$ cat config.mk
export PLATFORM = sky130hd
export DESIGN_NAME = vector_writeback_buffer
export DESIGN_NICKNAME = d
export VERILOG_FILES = /design/src/rtl/vector_writeback_buffer.sv
export SDC_FILE = /design/constraint.sdc
export NUM_CORES = 1
export LEC_CHECK = 0
export CORE_ASPECT_RATIO = 1.5
export CORE_MARGIN = 1
export CORE_UTILIZATION = 40
export CTS_BUF_LIST = sky130_fd_sc_hd__clkbuf_8 sky130_fd_sc_hd__clkbuf_16
export DETAILED_ROUTE_END_ITERATION = 10
export GPL_ROUTABILITY_DRIVEN = 0
export PLACE_DENSITY = 0.63
export SLEW_MARGIN = 30
export SYNTH_ARGS = -nofsm -noshare
export SYNTH_HDL_FRONTEND = slang
export SYNTH_SLANG_ARGS = --single-unit
$ cat constraint.sdc
create_clock -name clock -period 4.5 [get_ports clock]
set_input_delay 0.45 -clock clock [delete_from_list [all_inputs] [get_ports clock]]
set_output_delay 0.45 -clock clock [all_outputs]
set_load 0.02 [all_outputs]
$ cat src/rtl/vector_writeback_buffer.sv
// In-order writeback FIFO between the vector execution units and the register file write port.
// Tracks which registers have buffered writes and counts retired RF writes.
module vector_writeback_buffer #(
  parameter int unsigned DEPTH = 4,
  parameter int unsigned VLEN  = 128,
  parameter int unsigned NREG  = 32,
  localparam int unsigned AW   = $clog2(NREG),
  localparam int unsigned BW   = VLEN / 8,
  localparam int unsigned PW   = $clog2(DEPTH),
  localparam int unsigned OW   = PW + 1
) (
  input  logic            clock,
  input  logic            reset_n,
  input  logic            result_valid,
  output logic            result_ready,
  input  logic [VLEN-1:0] result_vd,
  input  logic [AW-1:0]   result_addr,
  input  logic [BW-1:0]   result_be,
  output logic            rf_we,
  input  logic            rf_ready,
  output logic [AW-1:0]   rf_waddr,
  output logic [VLEN-1:0] rf_wdata,
  output logic [BW-1:0]   rf_wbe,
  output logic [NREG-1:0] pending_mask,
  output logic [OW-1:0]   occupancy,
  output logic [31:0]     retire_count
);

  if (DEPTH < 2 || (DEPTH & (DEPTH - 1)) != 0) begin : g_bad_depth
    $error("vector_writeback_buffer: DEPTH must be a power of two >= 2");
  end
  if (VLEN % 8 != 0) begin : g_bad_vlen
    $error("vector_writeback_buffer: VLEN must be a multiple of 8");
  end

  typedef struct packed {
    logic [AW-1:0]   addr;
    logic [BW-1:0]   be;
    logic [VLEN-1:0] data;
  } entry_t;

  entry_t           mem [DEPTH];
  logic [DEPTH-1:0] valid;
  logic [PW-1:0]    head;
  logic [PW-1:0]    tail;
  logic             push;
  logic             pop;
  logic [OW-1:0]    occ_next;

  // result_ready and rf_we are registers, so neither handshake has a combinational path through the buffer
  assign push = result_valid && result_ready;
  assign pop  = rf_we && rf_ready;

  always_comb begin
    occ_next = occupancy;
    case ({push, pop})
      2'b10:   occ_next = occupancy + OW'(1);
      2'b01:   occ_next = occupancy - OW'(1);
      default: occ_next = occupancy;
    endcase
  end

  // Control state; full/empty is decided by occupancy, pointers just wrap
  always_ff @(posedge clock or negedge reset_n) begin
    if (!reset_n) begin
      head         <= '0;
      tail         <= '0;
      valid        <= '0;
      occupancy    <= '0;
      rf_we        <= 1'b0;
      result_ready <= 1'b1;
      retire_count <= '0;
    end else begin
      if (pop) begin
        valid[head]  <= 1'b0;
        head         <= head + PW'(1);
        retire_count <= retire_count + 32'd1;
      end
      if (push) begin
        valid[tail] <= 1'b1;
        tail        <= tail + PW'(1);
      end
      occupancy    <= occ_next;
      rf_we        <= (occ_next != OW'(0));
      result_ready <= (occ_next != OW'(DEPTH));
    end
  end

  // Payload storage needs no reset: it is only observed through valid bits
  always_ff @(posedge clock) begin
    if (push) begin
      mem[tail].addr <= result_addr;
      mem[tail].be   <= result_be;
      mem[tail].data <= result_vd;
    end
  end

  always_comb begin
    rf_waddr = '0;
    rf_wdata = '0;
    rf_wbe   = '0;
    if (rf_we) begin
      rf_waddr = mem[head].addr;
      rf_wdata = mem[head].data;
      rf_wbe   = mem[head].be;
    end
  end

  // A bit stays set until the last buffered write to that register retires
  always_comb begin
    pending_mask = '0;
    for (int i = 0; i < DEPTH; i++) begin
      if (valid[i]) pending_mask[mem[i].addr] = 1'b1;
    end
  end

endmodule

==> results.py <==
metrics = {
    "power": {
        "max-vdd-ir-drop_uv": 408,
        "total_leakage_power_uw": 0.0107,
        "power.density_nw_per_um2": 666,
    },
    "floorplanning": {
        "floorplan.rows": 112,
        "coreArea_um2": 62600,
        "die_width_um": 208,
        "die_height_um": 311,
        "floorplan.initialDensity": 0.407,
        "ios": 371,
        "die_area_um2": 64700,
    },
    "synth": {
        "synth-main-ff-cell": "edfxtp_1",
        "synth_top_cells_by_area": "edfxtp_1, mux4_2, dfrtp_1",
        "ffs_w_async_s_r_synth": 0.0702,
        "register_bit_count_reported_by_yosys": 641,
        "synth.distinct_cells": 45,
        "post_synthesis_cell_type_with_the_largest_combined_area": "edfxtp_1",
        "syn_avg_cell_area_um2": 20.0,
        "synth_enable_flop_cells": 596,
        "synthesis.instances": 1272,
        "yosysWarnings": 0,
        "synth_sequential_area_ratio": 0.747,
        "post_synthesis_cell_area_um2": 25500,
        "synthDominantCellAreaShare": 0.703,
        "syn-num-nets": 1436,
    },
    "cts": {
        "cts_post_setup_buffers_inserted": 0,
        "cts_tree": "yes",
        "cts_made_buffers": 66,
        "clk_pin_slew_worst_paths_ps": 60,
        "clock_sink_count": 641,
        "clock_buffer_depth": 3,
        "clock_latency_ps": 600,
        "root_buffer": "clkbuf_16",
        "cts-htree-levels": 3,
    },
    "worst_setup_path": {
        "path_delay_family": "buffers and inverters",
        "crit_path_max_fanout": 46,
        "cp_cell_sequence": "buf_12, mux4_2, and2_1, clkdlybuf4s50_1",
        "critPathRequiredTime_ps": 4050,
        "timing.critical_path.arrival_ps": 3160,
        "critPathCaptureType": "output pin",
        "critical-path-slowest-cell": "dfrtp_4",
        "path_buf_inv": 2,
        "setup.worst_path.class": "register to output pin",
        "crit_path_max_incr_delay_ps": 770,
        "reg2reg_setup_slack_ps": 1900,
        "setup.worst_path.start_class": "register",
    },
    "cells_and_area": {
        "nets": 1834,
        "layout.cells.most_common": "edfxtp_1",
        "area_delta_synth_final_pct": 27.1,
        "post_route_utilization": 0.517,
        "fin_area_um2": 32400,
        "final_layout_size_suffix_gt1_frac": 0.172,
        "layout.cells.most_common_list": "edfxtp_1, clkdlybuf4s50_1, and2_1",
    },
    "routing": {
        "routed-via-count": 13600,
        "vias_per_cell": 5.41,
        "detail_route.wirelength.met1_um": 23000,
        "initialDrtViolationCount": 1218,
        "detailroute.wirelength.met2_um": 31200,
        "drc": 0,
        "topRoutingLayerUsed": "met5",
        "route.detailed.wl_per_inst_um": 23.8,
        "drtPass1Iterations": 10,
        "ant_nets": 0,
        "wl_met3_um": 4280,
        "routed_wirelength_um": 60000,
    },
    "global_route": {
        "grt_first_pass_wirelength_um": 90700,
        "via_count_of_the_first_global_routing_pass": 14500,
        "grt_max_degree": 81,
        "overflow": 0,
        "antenna_violations_before_repair": 8,
        "globalRouteTotalUtil": 0.187,
    },
    "timing": {
        "fin_tns_setup_ps": 0,
        "number_of_endpoints_failing_setup_at_the_final_stage": 0,
        "final.min_clock_period_ps": 3610,
        "relSlewSlack": 0.404,
        "fin_skew_ps": 20.3,
        "grt_setup_unrepaired": "false",
        "layout_worst_path_cycle_share": 0.801,
        "fmax_mhz": 277,
        "hold_violations": 0,
        "final-max-slew-violation-count": 0,
        "worst-slew-pin-transition_ps": 895,
    },
    "placed_design": {
        "dp_hpwl_um": 36900,
        "port-buffer-count": 370,
        "postPlaceCellArea_um2": 30300,
    },
    "run_status": {
        "outcome": "finished, final reports clean",
    },
    "flow_run": {
        "cap_viol_max_count": 0,
    },
    "worst_hold_path": {
        "path_type_of_the_worst_min_delay_path": "register to register",
    },
}
synthesized netlist by cell type, drive strengths merged, types with 3 or more instances:
cell,number
edfxtp,596
and2,151
mux4,149
dfrtp,44
clkbuf,43
nand2,30
xnor2,28
nor2,22
buf,20
nand3,18
o221ai,15
nand3b,13
inv,12
a21oi,11
and3,11
a22oi,10
ha,10
o22ai,10
a221o,9
nor3b,8
xor2,8
nand4,7
o211ai,7
or3b,7
and3b,6
nor3,5
a21o,4
and4,3
logic make-up (layout without fill, tap and decap cells):
group,Yosys count,count (layout),share of synthesized area
adders and majority gates,11,11,0.00570
muxes,152,152,0.133
xor gates and xnor gates,36,36,0.0124
buffers and inverters,75,521,0.0120
DFF,641,641,0.747
and+or+nand+nor,288,288,0.0697
other,0,2,0
AOI/OAI and AO/OA,69,69,0.0204
state kept, by name, indices dropped and copies added (netlist names):
register,count
tail,2
valid,4
head,2
occupancy,3
retire_count,32
mem,596
result_ready,1
rf_we,1
cell type report:
type	instances	area [um2]
Fill cell	5073	30300
Inverter	12	45.0
Clock buffer	68	1690
Multi-Input combinational cell	556	6170
Sequential cell	641	19000
Timing Repair Buffer	393	4020
Clock inverter	48	399
Tap cell	798	998
Antenna cell	2	5.00
per-layer routing:
metal | global-route usage | up-vias
met5 | 0 | -
met2 | 0.329 | 530
li1 | - | 5923
met3 | 0.0507 | 124
met1 | 0.221 | 7036
met4 | 0.0598 | 12
worst paths after layout:
path                                                   start                           end  cells after the start
worst max-delay path                     head[0]$_DFFE_PN0N_                  rf_wdata[21]                      4
worst min-delay path            retire_count[31]$_DFFE_PN0N_  retire_count[31]$_DFFE_PN0N_                      1
worst max register to register               rf_we$_DFF_PN0_               rf_we$_DFF_PN0_                      9
worst min register to register  retire_count[31]$_DFFE_PN0N_  retire_count[31]$_DFFE_PN0N_                      1
max in group asynchronous                            reset_n           head[1]$_DFFE_PN0N_                      3
min in group asynchronous                            reset_n  retire_count[14]$_DFFE_PN0N_                      3
where the power goes:
| group | switching (uW) | leakage [uW] | internal (uW) | total, uW |
|---|---|---|---|---|
| logic | 4180 | 0.00355 | 3910 | 8080 |
| clock network | 2240 | 0.00107 | 3030 | 5270 |
| registers | 482 | 0.00604 | 7730 | 8210 |
metrics by stage:
stage                     total power, uW  hold WS (ps)  std cells  setup slack, ps
after floorplan                     12900           154       1272             1570
after global placement              16500           464       2399             1440
after detailed placement            16600           463       2399             1440
after CTS                           21900           430       2516              751
after global routing                22500           456       2518              665
final                               21600           472       2518              895
what timing repair did:
action	CTS	global route
endpoints found under the hold margin	44	0
setup endpoints to repair	0	0
hold buffers	1	0
gates resized for setup	0	0
(Power assumes the default switching activity.)
